**src/rtl/pulse_generator.sv**
```systemverilog
// pulse_generator: programmable square-wave source.
// The output is high for HP clk cycles and then low for HP clk cycles.
// HP is loaded through a valid/ready slot with a one-entry pending register.
// A new HP takes effect only on a period boundary, so no runt pulse can appear.
// Optional feature macro: PULSE_BURST_EN. When it is defined, the block adds the
// i_burst and o_done ports and stops after a set number of pulses.
module pulse_generator #(
  parameter int unsigned CNT_W   = 16,
  parameter int unsigned INIT_HP = 0
) (
  input  logic             clk,
  input  logic             rst_n,
  input  logic             en,
  input  logic             i_vld,
  input  logic [CNT_W-1:0] i_cnt,
  output logic             o_rdy,
  output logic             pulse,
  output logic             o_rise,
  output logic             o_busy,
  output logic [CNT_W-1:0] o_edges
`ifdef PULSE_BURST_EN
  ,
  input  logic [CNT_W-1:0] i_burst,
  output logic             o_done
`endif
);

  typedef enum logic [1:0] {
    ST_IDLE = 2'd0,
    ST_HIGH = 2'd1,
    ST_LOW  = 2'd2
  } state_t;

  localparam logic [CNT_W-1:0] INIT_HP_W = CNT_W'(INIT_HP);

  state_t           state_q, state_d;
  logic [CNT_W-1:0] ph_cnt_q, ph_cnt_d;
  logic [CNT_W-1:0] active_hp_q, active_hp_d;
  logic [CNT_W-1:0] pend_q, pend_d;
  logic             pend_vld_q, pend_vld_d;
  logic             pulse_q, pulse_d;
  logic             rise_q, rise_d;
  logic [CNT_W-1:0] edges_q, edges_d;

  // Decode signals that are shared between the core and the burst logic.
  logic             accept;
  logic             hp_done;
  logic             start_ok;
  logic             boundary;
  logic [CNT_W-1:0] nhp;
  logic             start_from_idle;
  logic             rerise_from_low;
  logic             burst_end;
  logic             burst_last;
  logic             burst_lock;

  assign accept   = i_vld & ~pend_vld_q;
  assign hp_done  = (ph_cnt_q == active_hp_q);
  // A locked burst refuses to restart until en has been dropped.
  assign start_ok = en & ~burst_lock;

  // A boundary is the IDLE start decision or the last LOW cycle of a period.
  // An accept in the same cycle as a boundary sends i_cnt straight to active_hp.
  assign boundary = ((state_q == ST_IDLE) & start_ok) |
                    ((state_q == ST_LOW) & hp_done);
  assign nhp      = pend_vld_q ? pend_q : (accept ? i_cnt : active_hp_q);

  // Next state of the FSM and of the period counters. Defaults come first.
  always_comb begin
    state_d         = state_q;
    ph_cnt_d        = ph_cnt_q;
    active_hp_d     = active_hp_q;
    pend_d          = pend_q;
    pend_vld_d      = pend_vld_q;
    pulse_d         = pulse_q;
    rise_d          = 1'b0;
    edges_d         = edges_q;
    start_from_idle = 1'b0;
    rerise_from_low = 1'b0;
    burst_end       = 1'b0;

    // At a boundary, a pending or bypassed half-period replaces the active one.
    if (boundary) begin
      active_hp_d = nhp;
      pend_vld_d  = 1'b0;
    end else if (accept) begin
      pend_d     = i_cnt;
      pend_vld_d = 1'b1;
    end

    case (state_q)
      ST_IDLE: begin
        if (start_ok && (nhp != '0)) begin
          state_d         = ST_HIGH;
          ph_cnt_d        = {{(CNT_W-1){1'b0}}, 1'b1};
          pulse_d         = 1'b1;
          rise_d          = 1'b1;
          edges_d         = edges_q + 1'b1;
          start_from_idle = 1'b1;
        end
      end
      ST_HIGH: begin
        if (hp_done) begin
          state_d  = ST_LOW;
          ph_cnt_d = {{(CNT_W-1){1'b0}}, 1'b1};
          pulse_d  = 1'b0;
        end else begin
          ph_cnt_d = ph_cnt_q + 1'b1;
        end
      end
      ST_LOW: begin
        if (hp_done) begin
          if (en && (nhp != '0) && !burst_last) begin
            state_d         = ST_HIGH;
            ph_cnt_d        = {{(CNT_W-1){1'b0}}, 1'b1};
            pulse_d         = 1'b1;
            rise_d          = 1'b1;
            edges_d         = edges_q + 1'b1;
            rerise_from_low = 1'b1;
          end else begin
            state_d   = ST_IDLE;
            ph_cnt_d  = '0;
            pulse_d   = 1'b0;
            burst_end = burst_last;
          end
        end else begin
          ph_cnt_d = ph_cnt_q + 1'b1;
        end
      end
      default: begin
        state_d  = ST_IDLE;
        ph_cnt_d = '0;
        pulse_d  = 1'b0;
      end
    endcase
  end

  // State and period registers. Reset is asynchronous, so pulse drops at once.
  always_ff @(posedge clk or negedge rst_n) begin
    if (!rst_n) begin
      state_q     <= ST_IDLE;
      ph_cnt_q    <= '0;
      active_hp_q <= INIT_HP_W;
      pend_q      <= '0;
      pend_vld_q  <= 1'b0;
      pulse_q     <= 1'b0;
      rise_q      <= 1'b0;
      edges_q     <= '0;
    end else begin
      state_q     <= state_d;
      ph_cnt_q    <= ph_cnt_d;
      active_hp_q <= active_hp_d;
      pend_q      <= pend_d;
      pend_vld_q  <= pend_vld_d;
      pulse_q     <= pulse_d;
      rise_q      <= rise_d;
      edges_q     <= edges_d;
    end
  end

`ifdef PULSE_BURST_EN
  logic [CNT_W-1:0] burst_tgt_q, burst_tgt_d;
  logic [CNT_W-1:0] burst_cnt_q, burst_cnt_d;
  logic             lock_q, lock_d;
  logic             done_q, done_d;

  // A target of zero means continuous operation, so it never ends the burst.
  assign burst_last = (burst_tgt_q != '0) && (burst_cnt_q == burst_tgt_q);
  assign burst_lock = lock_q;
  assign o_done     = done_q;

  // Count the rises in a burst. After the burst ends, hold off until en falls.
  always_comb begin
    burst_tgt_d = burst_tgt_q;
    burst_cnt_d = burst_cnt_q;
    lock_d      = lock_q & en;
    done_d      = 1'b0;
    if (start_from_idle) begin
      burst_tgt_d = i_burst;
      burst_cnt_d = {{(CNT_W-1){1'b0}}, 1'b1};
    end else if (rerise_from_low) begin
      burst_cnt_d = burst_cnt_q + 1'b1;
    end
    if (burst_end) begin
      done_d = 1'b1;
      lock_d = 1'b1;
    end
  end

  // Burst counter registers.
  always_ff @(posedge clk or negedge rst_n) begin
    if (!rst_n) begin
      burst_tgt_q <= '0;
      burst_cnt_q <= '0;
      lock_q      <= 1'b0;
      done_q      <= 1'b0;
    end else begin
      burst_tgt_q <= burst_tgt_d;
      burst_cnt_q <= burst_cnt_d;
      lock_q      <= lock_d;
      done_q      <= done_d;
    end
  end
`else
  // Without bursts the block runs continuously while en is high.
  assign burst_last = 1'b0;
  assign burst_lock = 1'b0;
`endif

  assign o_rdy   = ~pend_vld_q;
  assign pulse   = pulse_q;
  assign o_rise  = rise_q;
  assign o_busy  = (state_q != ST_IDLE);
  assign o_edges = edges_q;

endmodule
```
**config.mk**
```make
export PLATFORM = sky130hd
export DESIGN_NAME = pulse_generator
export DESIGN_NICKNAME = d
export VERILOG_FILES = /design/src/rtl/pulse_generator.sv
export SDC_FILE = /design/constraint.sdc
export NUM_CORES = 1
export LEC_CHECK = 0
export CELL_PAD_IN_SITES_DETAIL_PLACEMENT = 1
export CELL_PAD_IN_SITES_GLOBAL_PLACEMENT = 1
export CORE_MARGIN = 4
export CORE_UTILIZATION = 40
export DETAILED_ROUTE_END_ITERATION = 6
export HOLD_SLACK_MARGIN = 0.15
export PLACE_DENSITY_LB_ADDON = 0.12
export SLEW_MARGIN = 20
export SYNTH_ARGS = -nofsm -noshare
export SYNTH_HDL_FRONTEND = slang
export SYNTH_SLANG_ARGS = --single-unit
```
**constraint.sdc**
```tcl
create_clock -name clk -period 3.7 [get_ports clk]
set_clock_uncertainty 0.15 [all_clocks]
set_input_delay 1.11 -clock clk [delete_from_list [all_inputs] [get_ports clk]]
set_output_delay 1.11 -clock clk [all_outputs]
set_load 0.05 [all_outputs]
```
==> results, run 1 <==
- The top-level I/O count is 40.
- For this run, the leading register cell type out of synthesis is dfrtp_1.
- The fmax is 281.1 MHz.
- The die is between 100 and 150 microns wide.
- The post-route total power is between 2 and 3 mW.
- The type of element capturing the critical path is a flip-flop.
- Entering global routing, the biggest net connects 37 pins.
- The overflow left after global routing is 0.
- Cells with a size suffix above 1 make up a little over a fifth of the layout.
- The number of warning messages in the yosys log is 0.
- The smallest clock period supported by the final layout is computed as 3.557 ns.
- The initial antenna violation count came to 0.
- The number of cells in the design after placement is approximately 500.
- Of all nets on the critical path, the largest fanout is 14.
- The path type of the worst min-delay path is reg2reg.
- In this run the tool buffered the top-level ports with 39 buffer cells.
- Hold repair after CTS inserted 0 buffers.
- The net count of the finished layout is 420.
- The number of failing setup endpoints in the final timing report is 0.
- After synthesis, flip-flops and latches occupy approximately 46% of the total area.
- In the synthesized netlist, the number of instances is between 300 and 400.
- The final routed wire length divided by cell count is roughly 18 microns.
- The sort of element at the start of the critical path is an input pin.
- The initial standard-cell utilization of the core is a little over 40%.
- In this run, CTS created clock tree buffers numbering 9.
- The footprint of the multi-input gates is around 0.0019 sq mm.
- The post-synthesis instance area is between 0.003 and 0.004 sq mm.
- The number of cells on the worst reg-to-reg path is 9.
- The detailed placement HPWL is between 7000 and 8000 microns.
- The H-tree depth reported by CTS is 3.
- For this run, design rule violations remaining after detail routing come to 0.
- The share of async-settable or async-resettable flops after synthesis is between 90% and 100%.
- The transition time at the pin with the least slew margin is around 0.97 ns.
- Clock-pin slew was measured on the worst setup and hold paths at about 0.08 ns.
- The clock tree from TritonCTS is built.
- The area enclosed by the die boundary is 0.01111 sq mm.
- The tightest slew margin relative to the limit is between 30% and 40%.
- The TritonCTS sink count is 69.
- The final standard cell count with taps included and fillers excluded is about 530.
- The count of nets left with antenna violations once routing finished came out at 0.
- The count of inserted antenna diode cells is 0.
- The post-detailed-route via-to-cell ratio is about 5.5.
- The cell at the root of the clock tree is clkbuf_8.
- Clock latency on the worst-skew pair, taken at its later pin, is around 0.35 ns.
- The final count of pins violating max slew came to 0.
- The core region area is roughly 0.0092 sq mm.
- The synthesized area per cell is around 11 sq um.
- After synthesis the netlist holds a flip-flop and latch count of 69.
- The detailed router placed between 2k and 3k vias in this run.
- The total nets after synthesis is 360.
- The maximum buffer depth of the clock tree is 2.
- The data arrival time of the worst path is between 3 and 4 ns.
- Counting instances, the worst hold path has a depth of 1.
- The number of global-route vias before repair is 3,201.
- The first detailed-routing pass took 4 iterations.
- The distinct cell type count of the synthesized netlist is 57.
- The largest vdd supply drop is approximately 460 uV.
- Summing all placed instances gives a cell area of 0.004427 sq mm.
- The die boundary height is 105.4 microns.
- Summed over all failing endpoints, the final setup total negative slack is 0 ns.
- Across the whole layout, storage elements account for between 0.0015 and 0.002 sq mm.
- The routed design has a little under 10,000 microns of wire.
- The type of the setup path with the least slack is in2reg.
- After layout, the worst path uses between 90% and 100% of the clock period.
- The power per unit of standard cell area is 638.5 mW/mm^2.
- The final weighted congestion in routability-driven placement is between 0.7 and 0.8.
- The global-route wire length before repair is around 17,000 microns.
- The final design area excluding fillers is between 0.004 and 0.005 sq mm.
- The commonest non-fill, non-tap cell in the layout is dfrtp_1.
- The number of endpoints with negative hold slack in the final report is 0.
- The total of max-cap violations is 0.
- The global-route usage over all layers is 19.02%.
- For this design the static power due to leakage is 2.073 nW.
- The number of standard-cell rows in the floorplan is 35.
- The run finished with clean final reports.
- The number of fill cells in the layout is around 980.
- The post-synthesis to final-layout area growth is 22.26%.
- The violation count after the first detailed-routing iteration is a little over 70.
- For the worst setup path, the data required time is about 3.8 ns.
- The final hold slack is 0.3311 ns.
- Leaving out fill and tap cells, the most frequent cells in the layout are dfrtp_1 (69), clkdlybuf4s50_1 (38), o21ai_0 (29), buf_4 (26), mux2_2 (21).
- The number of synthesized flops with an enable pin is 0.
## Yosys cell counts (all sizes together), types with 5 or more instances
library cell | instances | share of area [%]
a211o | 6 | 1.4
and2 | 5 | 0.82
and3 | 10 | 1.6
buf | 9 | 2.2
clkbuf | 8 | 0.79
dfrtp | 69 | 46
inv | 6 | 0.59
mux2 | 34 | 11
mux2i | 19 | 5.4
nand2 | 13 | 1.3
nand3 | 13 | 1.7
nand4 | 12 | 2.1
nor2 | 7 | 0.76
nor3 | 9 | 1.2
nor4 | 10 | 2.4
o21ai | 37 | 4.9
xnor2 | 17 | 3.9
xor2 | 14 | 3.2
## final cells by class
type / count / area share [%]
Clock buffer: 12 / 3.561
Clock inverter: 4 / 0.6744
Inverter: 6 / 0.4856
Multi-Input combinational cell: 246 / 41.62
Sequential cell: 69 / 37.23
Tap cell: 129 / 3.480
Timing Repair Buffer: 66 / 12.95
## metal layers
metal	part of all wire (%)	GRT usage, %	vias to the layer above	routed length (microns)
li1	-	-	1367	-
met2	49	31.10	48	4794
met5	0	0	-	0
met3	3.1	4.470	11	305
met1	47	25.30	1492	4635
met4	0.97	5.061	0	95
## sequential cells by signal, indices dropped and copies added, names as in the netlist
register / flops
pulse: 1
pend_vld_q: 1
o_edges: 16
o_rise: 1
active_hp_q: 16
pend_q: 16
state_q: 2
ph_cnt_q: 16
## metrics by stage
stage	utilization, %	worst slack (ns)
floorplan	-	0.5700
detailed placement	47.91	-0.2528
finish	50.20	0.1429
global placement	47.91	-0.2260
CTS	50.03	0.1062
global route	50.20	-0.0004681
## worst max-delay path, cell delays in order
cell and delay (ns):
clkdlybuf4s50_1 0.50, buf_12 0.16, buf_4 0.16, mux2_1 0.33
mux2i_1 0.23, nand4_1 0.22, buf_4 0.20, o41ai_4 0.25
buf_4 0.23, a22oi_1 0.10, a21oi_1 0.19
## power breakdown
group          switching, mW  internal (mW)
registers              0.252          0.990
logic                  0.562          0.557
clock network          0.302          0.299
## cells by family after synthesis
family / count (synthesis) / synth area share [%]
adders and majority gates: 3 / 0.9234
and+or+nand+nor: 96 / 15.37
muxes: 53 / 16.00
AOI/OAI and AO/OA: 63 / 11.45
DFF: 69 / 45.51
buffers and inverters: 23 / 3.595
xor gates and xnor gates: 31 / 7.157
## path summary, 6_finish.rpt
check                      slack, ns         from         endpoint
setup reg to reg                1.00   pend_vld_q      ph_cnt_q[7]
hold / removal                  0.33  o_edges[15]      o_edges[15]
hold reg to reg                 0.33  o_edges[15]      o_edges[15]
min in group asynchronous       0.68        rst_n  active_hp_q[12]
max in group asynchronous       1.97        rst_n      ph_cnt_q[9]
setup / recovery                0.14        i_vld      ph_cnt_q[7]
## repair_timing
| item | CTS | global route |
|---|---|---|
| setup endpoints to repair | 0 | 3 |
| buffers inserted | 0 | 2 |
| gates resized for setup | 0 | 2 |
No activity file was read; power rests on OpenSTA's default activity.
==> run 2: changes to the inputs <==
- RECOVER_POWER: unset -> 100
- SETUP_SLACK_MARGIN: unset -> 0.05
==> run 2 against run 1 <==
Against the previous run:
- the run now ends with max-capacitance violations, max-slew violations left
- total power down 1.5%
- count of clock-buffer cells in the layout unchanged
- clock power about the same
- largest cell class unchanged
==> results, run 2 (synthesized netlist as in run 1, its figures left out) <==
- The net switching power of the design is 1.094 mW (was 1.115 mW).
- Status: finished, violations left (was finished clean).
- The clock transition at the registers of the reported paths is 0.08 ns (about the same).
- The die boundary height is 105.4 microns (unchanged).
- The fraction of final layout cells with drive strength greater than 1 is 18.61% (was 21.09%).
- The worst-path maximum fanout was 14 (unchanged).
- The violation count after the first detailed-routing iteration is 72 (was 71).
- The type of element capturing the critical path is a flip-flop (unchanged).
- The final design area excluding fillers is 0.004583 sq mm (was 0.004638 sq mm).
- Setup repair after global routing left no endpoint under its margin.
- The H-tree depth reported by CTS is 3 (unchanged).
- The total via count in the routed design is 2,894 (was 2,918).
- The number of buffers inserted by hold repair at cts is 0 (unchanged).
- The path type of the worst min-delay path is reg2reg (unchanged).
- The final reports fail on max-capacitance violations, max-slew violations.
- The total of max-cap violations is 1 (was 0).
- The clock share of power is 20.6% (was 20.3%).
- The final routed wire length divided by cell count was 18.55 microns (was 18.48 microns).
- The area enclosed by the die boundary was 0.01111 sq mm (unchanged).
- The relative contribution of sequential cells to total power was 42.6% (was 41.9%).
- The number of port buffers is 39 (unchanged).
- The clock latency at the later pin of the worst-skew pair is 0.35 ns (about the same).
- The total wire length is 9871 microns (was 9831 microns).
- The width of the die was 105.4 microns (unchanged).
- The number of failing setup endpoints in the final timing report is 0 (unchanged).
- The standard cell area after detailed placement is 0.004427 sq mm (unchanged).
- The required time of the worst setup path is 3.83 ns (was 3.82 ns).
- The data arrival time of the worst path is 3.69 ns (was 3.68 ns).
- The clock tree from TritonCTS was built (unchanged).
- The count of inserted antenna diode cells is 0 (unchanged).
- The combinational power share is 36.8% (was 37.8%).
- The tightest slew margin relative to the limit is -29.31% (was 34.78%).
- The initial standard-cell utilization of the core is 41.06% (unchanged).
- The internal power summed over all cells is 1.823 mW (was 1.846 mW).
- The footprint of the multi-input gates is 0.001902 sq mm (was 0.001931 sq mm).
- The cell leakage power is 2.091 nW (was 2.073 nW).
- Top library cells by usage in the layout, fill and taps aside: dfrtp_1 (69), o21ai_0 (33), mux2_2 (21), dlygate4sd3_1 (20), clkdlybuf4s50_1 (18) (was dfrtp_1 (69), clkdlybuf4s50_1 (38), o21ai_0 (29), buf_4 (26), mux2_2 (21)).
- The TritonCTS sink count is 69 (unchanged).
- The busiest layer in global routing is met2 (unchanged).
- The global routing usage on met3 came to 4.470% (unchanged).
- The number of clock buffers inserted by TritonCTS came to 9 (unchanged).
- The switching share of power is 37.50% (was 37.67%).
- The storage element area was 0.001727 sq mm (unchanged).
- The number of remaining DRC errors came to 0 (unchanged).
- The number of endpoints with negative hold slack in the final report is 0 (unchanged).
- The fmax came to 281.3 MHz (was 281.1 MHz).
- The number of routed nets with antenna violations came to 0 (unchanged).
- The top-level I/O count is 40 (unchanged).
- The number of standard-cell rows in the floorplan is 35 (unchanged).
- The number of iterations in the first detailed-routing pass was 4 (unchanged).
- The final weighted congestion in routability-driven placement came to 0.7708 (unchanged).
- The sort of element at the start of the critical path is an input pin (unchanged).
- The type of the setup path with the least slack is in2reg (unchanged).
- The cell at the root of the clock tree is clkbuf_8 (unchanged).
- The power per unit of standard cell area is 636.4 mW/mm^2 (was 638.5 mW/mm^2).
- The part of the cycle the worst path needs is 96.08% (was 96.14%).
- The final period demand of the worst path is 3.555 ns (was 3.557 ns).
- The largest net degree at the start of global routing is 37 (unchanged).
- The commonest non-fill, non-tap cell in the layout is dfrtp_1 (unchanged).
- The overflow left after global routing was 0 (unchanged).
- The transition time at the pin with the least slew margin is 1.940 ns (was 0.9747 ns).
- The maximum buffer depth of the clock tree was 2 (unchanged).
- The met1 usage in global routing came to 25.30% (unchanged).
- The global-route wire length before repair is 16,700 microns (unchanged).
- The final hold slack is 0.3261 ns (was 0.3311 ns).
- The largest vdd supply drop is 450.1 uV (was 463.7 uV).
- The global-route usage over all layers is 19.02% (unchanged).
- The core region area came to 0.009240 sq mm (unchanged).
- The post-synthesis to final-layout area growth is 20.81% (was 22.26%).
- The detailed placement HPWL is 7072 microns (unchanged).
- The number of global-route vias before repair was 3,201 (unchanged).
- The final count of pins violating max slew is 37 (was 0).
- The number of nets at the end of the flow came to 420 (unchanged).
- The initial antenna violation count was 0 (unchanged).
- The post-detailed-route via-to-cell ratio is 5.440 (was 5.485).
- The met2 global-route usage is 31.10% (unchanged).
- The number of fill cells in the layout came to 997 (was 984).
[run 2: changes by cell type in the layout (fill, tap and decap cells not counted), sizes merged]
cell | previous run | this run
buf | 28 | 19
clkbuf | 12 | 21
clkdlybuf4s50 | 38 | 18
dlygate4sd3 | 0 | 20
[run 2: cell type report]
type,instances,area share (%)
tap,129,3.522
clock inverter,4,0.6825
inverter,6,0.4914
clock buffer,12,3.604
timing repair buffer,66,12.53
sequential,69,37.67
multi-input combinational,246,41.50
[run 2: path summary, 6_finish.rpt]
kind | start | to | slack, ns | cells after the start
max | i_vld | ph_cnt_q[14] | 0.15 | 11
min | o_edges[15] | o_edges[15] | 0.33 | 1
max reg2reg | ph_cnt_q[13] | pend_q[7] | 0.59 | 7
min reg2reg | o_edges[15] | o_edges[15] | 0.33 | 1
max in group asynchronous | rst_n | ph_cnt_q[8] | 0.64 | 2
min in group asynchronous | rst_n | active_hp_q[12] | 1.14 | 1
[run 2: repair_timing]
action	CTS	global route
hold endpoints to repair	0	0
setup endpoints to repair	0	10
buffers inserted	0	2
gates resized for setup	0	4
[run 2: power by group through the flow]
stage | Combinational [mW] | Sequential, mW | Clock [mW]
2_1_floorplan | 0.725 | 1.23 | 0
3_3_place_gp | 1.06 | 1.25 | 0
3_5_place_dp | 1.10 | 1.26 | 0
4_1_cts | 1.11 | 1.25 | 0.620
5_1_grt | 1.18 | 1.28 | 0.658
6_report | 1.07 | 1.24 | 0.600
[run 2: metrics by stage]
step / setup TNS (ns) / std cells / worst slack (ns) / util, % / power [mW]
2_1_floorplan: 0 / 338 / 0.5700 / - / 1.958
3_3_place_gp: -3.737 / 514 / -0.2260 / 47.91 / 2.308
3_5_place_dp: -4.179 / 514 / -0.2528 / 47.91 / 2.366
4_1_cts: 0 / 530 / 0.1062 / 50.03 / 2.978
5_1_grt: 0 / 532 / 0.04456 / 49.60 / 3.119
6_report: 0 / 532 / 0.1450 / 49.60 / 2.917
[run 2: worst max-delay path, cell delays in order]
cell and delay, ns:
clkdlybuf4s50_1 0.50, buf_12 0.16, buf_4 0.16, mux2_1 0.35
mux2i_2 0.23, nand4_1 0.21, clkbuf_1 0.17, o41ai_4 0.28
and2_0 0.19, buf_4 0.18, a211o_1 0.15
[run 2: routing by layer]
layer / vias to the layer above / wire [microns]
met5: - / 0
met4: 0 / 85
met3: 9 / 260
met2: 36 / 4842
met1: 1483 / 4681
li1: 1366 / -
==> run 3: changes to the inputs <==
- PLACE_DENSITY_LB_ADDON: 0.12 -> 0.1
==> run 3 against run 2 <==
Against the previous run:
- largest cell class unchanged
- the flow still finishes with violations (max-capacitance violations, max-slew violations)
- flip-flop and latch count unchanged
- utilization up 0.46 points
- worst setup slack worse by 0.043 ns
- critical endpoint is now ph_cnt_q[0]
- total power up 3.9%
- hold slack got worse by 0.0059 ns
- die area unchanged
- combinational power about the same
- highest routed layer unchanged
- sequential share of layout area decreased by 0.35 points
==> results, run 3 (synthesized netlist as in run 1, its figures left out) <==
- The worst-case hold path end point is o_edges[15] (unchanged).
- The internal power summed over all cells is 1.913 mW (was 1.823 mW).
- The part of the cycle the worst path needs is 97.24% (was 96.08%).
- The fraction of final layout cells with drive strength greater than 1 is 20.25% (was 18.61%).
- The cell leakage power is 2.115 nW (was 2.091 nW).
- The switching share of power was 36.85% (was 37.50%).
- The total of max-cap violations is 1 (unchanged).
- The die boundary height was 105.4 microns (unchanged).
- The number of endpoints with negative hold slack in the final report is 0 (unchanged).
- The global-route wire length before repair was 16,340 microns (was 16,700 microns).
- RSZ-0062 raised after global routing: yes (was no).
- The final count of pins violating max slew was 70 (was 37).
- The cell at the root of the clock tree is clkbuf_8 (unchanged).
- The final period demand of the worst path came to 3.598 ns (was 3.555 ns).
- The H-tree depth reported by CTS is 3 (unchanged).
- Top library cells by usage in the layout, fill and taps aside: dfrtp_1 (69), o21ai_0 (35), mux2_2 (21), dlygate4sd3_1 (20), clkdlybuf4s50_1 (18) (was dfrtp_1 (69), o21ai_0 (33), mux2_2 (21), dlygate4sd3_1 (20), clkdlybuf4s50_1 (18)).
- The clock share of power was 22.5% (was 20.6%).
- The detailed placement HPWL was 6646 microns (was 7072 microns).
- The TritonCTS sink count is 69 (unchanged).
- The standard cell area after detailed placement came to 0.004394 sq mm (was 0.004427 sq mm).
- The number of iterations in the first detailed-routing pass is 4 (unchanged).
- The clock latency at the later pin of the worst-skew pair was 0.35 ns (about the same).
- The type of the setup path with the least slack is in2reg (unchanged).
- The count of inserted antenna diode cells is 0 (unchanged).
- The power per unit of standard cell area was 654.9 mW/mm^2 (was 636.4 mW/mm^2).
- The number of fill cells in the layout is 1,016 (was 997).
- The post-route total power is 3.029 mW (was 2.917 mW).
- The maximum buffer depth of the clock tree is 2 (unchanged).
- The transition time at the pin with the least slew margin is 1.755 ns (was 1.940 ns).
- The combinational power share is 36.5% (was 36.8%).
- The sum of negative setup slack is 0 ns (unchanged).
- The type of element capturing the critical path was a flip-flop (unchanged).
- The number of remaining DRC errors is 0 (unchanged).
- The number of clock buffers inserted by TritonCTS is 9 (unchanged).
- The clock transition at the registers of the reported paths was 0.07 ns (was 0.08 ns).
- The final hold slack is 0.3202 ns (was 0.3261 ns).
- The number of cells in the design after placement came to 508 (was 514).
- The setup slack after placement came to -0.2873 ns (was -0.2528 ns).
- The reg2reg setup slack was 0.51 ns (was 0.59 ns).
- The width of the die is 105.4 microns (unchanged).
- The top-level I/O count is 40 (unchanged).
- The number of routed nets with antenna violations is 0 (unchanged).
- The final routed wire length divided by cell count is 18.05 microns (was 18.55 microns).
- The relative contribution of sequential cells to total power was 41.1% (was 42.6%).
- The final design area excluding fillers came to 0.004626 sq mm (was 0.004583 sq mm).
- The tightest slew margin relative to the limit is -17.00% (was -29.31%).
- The initial standard-cell utilization of the core came to 41.06% (unchanged).
- The data arrival time of the worst path is 3.67 ns (was 3.69 ns).
- The path type of the worst min-delay path is reg2reg (unchanged).
- The number of failing setup endpoints in the final timing report is 0 (unchanged).
- The global-route usage over all layers is 18.40% (was 19.02%).
- The utilization of the core after routing is 50.06% (was 49.60%).
- The fmax is 277.9 MHz (was 281.3 MHz).
- The terminus of the critical flop-to-flop path is active_hp_q[7] (was pend_q[7]).
- The sort of element at the start of the critical path is an input pin (unchanged).
- The core region area is 0.009240 sq mm (unchanged).
- The worst hold path depth is 1 (unchanged).
- Violations in the final reports: max-capacitance violations, max-slew violations (unchanged).
- The worst-path maximum fanout is 4 (was 14).
- The overflow left after global routing is 0 (unchanged).
- The area enclosed by the die boundary is 0.01111 sq mm (unchanged).
- The number of nets at the end of the flow is 418 (was 420).
- The largest vdd supply drop is 321.4 uV (was 450.1 uV).
- The net switching power of the design is 1.116 mW (was 1.094 mW).
- The clock tree from TritonCTS was built (unchanged).
- The least setup slack across all paths after layout is 0.1020 ns (was 0.1450 ns).
- The hold path startpoint is o_edges[15] (unchanged).
- The post-synthesis to final-layout area growth is 21.93% (was 20.81%).
- The number of standard-cell rows in the floorplan was 35 (unchanged).
- Status: finished, violations left (unchanged).
- The initial antenna violation count was 0 (unchanged).
- The number of port buffers is 39 (unchanged).
- The total via count in the routed design is 2,890 (was 2,894).
- The final standard cell count with taps included and fillers excluded came to 529 (was 532).
- The largest net degree at the start of global routing is 70 (was 37).
- The reg-to-reg critical path startpoint is ph_cnt_q[13] (unchanged).
- The worst reg2reg path depth is 8 (was 7).
- The post-detailed-route via-to-cell ratio was 5.463 (was 5.440).
- The required time of the worst setup path is 3.77 ns (was 3.83 ns).
- The final weighted congestion in routability-driven placement was 0.7814 (was 0.7708).
- The commonest non-fill, non-tap cell in the layout is dfrtp_1 (unchanged).
- The violation count after the first detailed-routing iteration is 49 (was 72).
- The total wire length is 9548 microns (was 9871 microns).
- The number of global-route vias before repair is 3,149 (was 3,201).
-- run 3: power groups by stage --
stage                     logic, mW  registers [mW]  clock network [mW]
after CTS                      1.09            1.25               0.698
after global routing           1.22            1.29               0.740
after global placement         1.05            1.25                   0
after detailed placement       1.08            1.26                   0
final                          1.10            1.24               0.680
after floorplan               0.725            1.23                   0
-- run 3: critical path: stages --
cell	delay [ns]
clkdlybuf4s50_1	0.56
buf_4	0.17
mux2_2	0.32
mux2i_1	0.22
nand4_1	0.20
buf_4	0.19
nor4_4	0.24
buf_4	0.18
nor3b_2	0.06
or3_1	0.39
-- run 3: layer usage --
metal | global-route usage [%] | wire length (microns) | up-vias | share of wire [%]
li1 | - | - | 1356 | -
met2 | 29.87 | 4575 | 45 | 48
met5 | 0 | 0 | - | 0
met1 | 24.67 | 4560 | 1477 | 48
met3 | 3.735 | 255 | 12 | 2.7
met4 | 5.811 | 157 | 0 | 1.6
-- run 3: layout make-up --
cell class / instances / area, sq um / area share (%)
clock buffer: 9 / 123.9 / 2.678
inverter: 6 / 22.52 / 0.4869
sequential: 69 / 1727 / 37.33
multi-input combinational: 246 / 1934 / 41.82
clock inverter: 6 / 88.84 / 1.920
tap: 129 / 161.4 / 3.489
timing repair buffer: 64 / 568.0 / 12.28
-- run 3: worst max-delay path by stage --
stage                from      endpoint  depth (start not counted)
floorplan           i_vld   ph_cnt_q[0]                          8
global placement    i_vld  ph_cnt_q[11]                         10
detailed placement  i_vld  ph_cnt_q[11]                         10
CTS                 i_vld  ph_cnt_q[11]                         10
global route        i_vld  ph_cnt_q[11]                         10
finish              i_vld   ph_cnt_q[0]                         10
-- run 3: what timing repair did --
action                                  4_1_cts  5_1_grt
hold buffers                                  0        0
endpoints found under the setup margin        0       16
gates resized for setup                       0        4
buffers inserted                              0        6
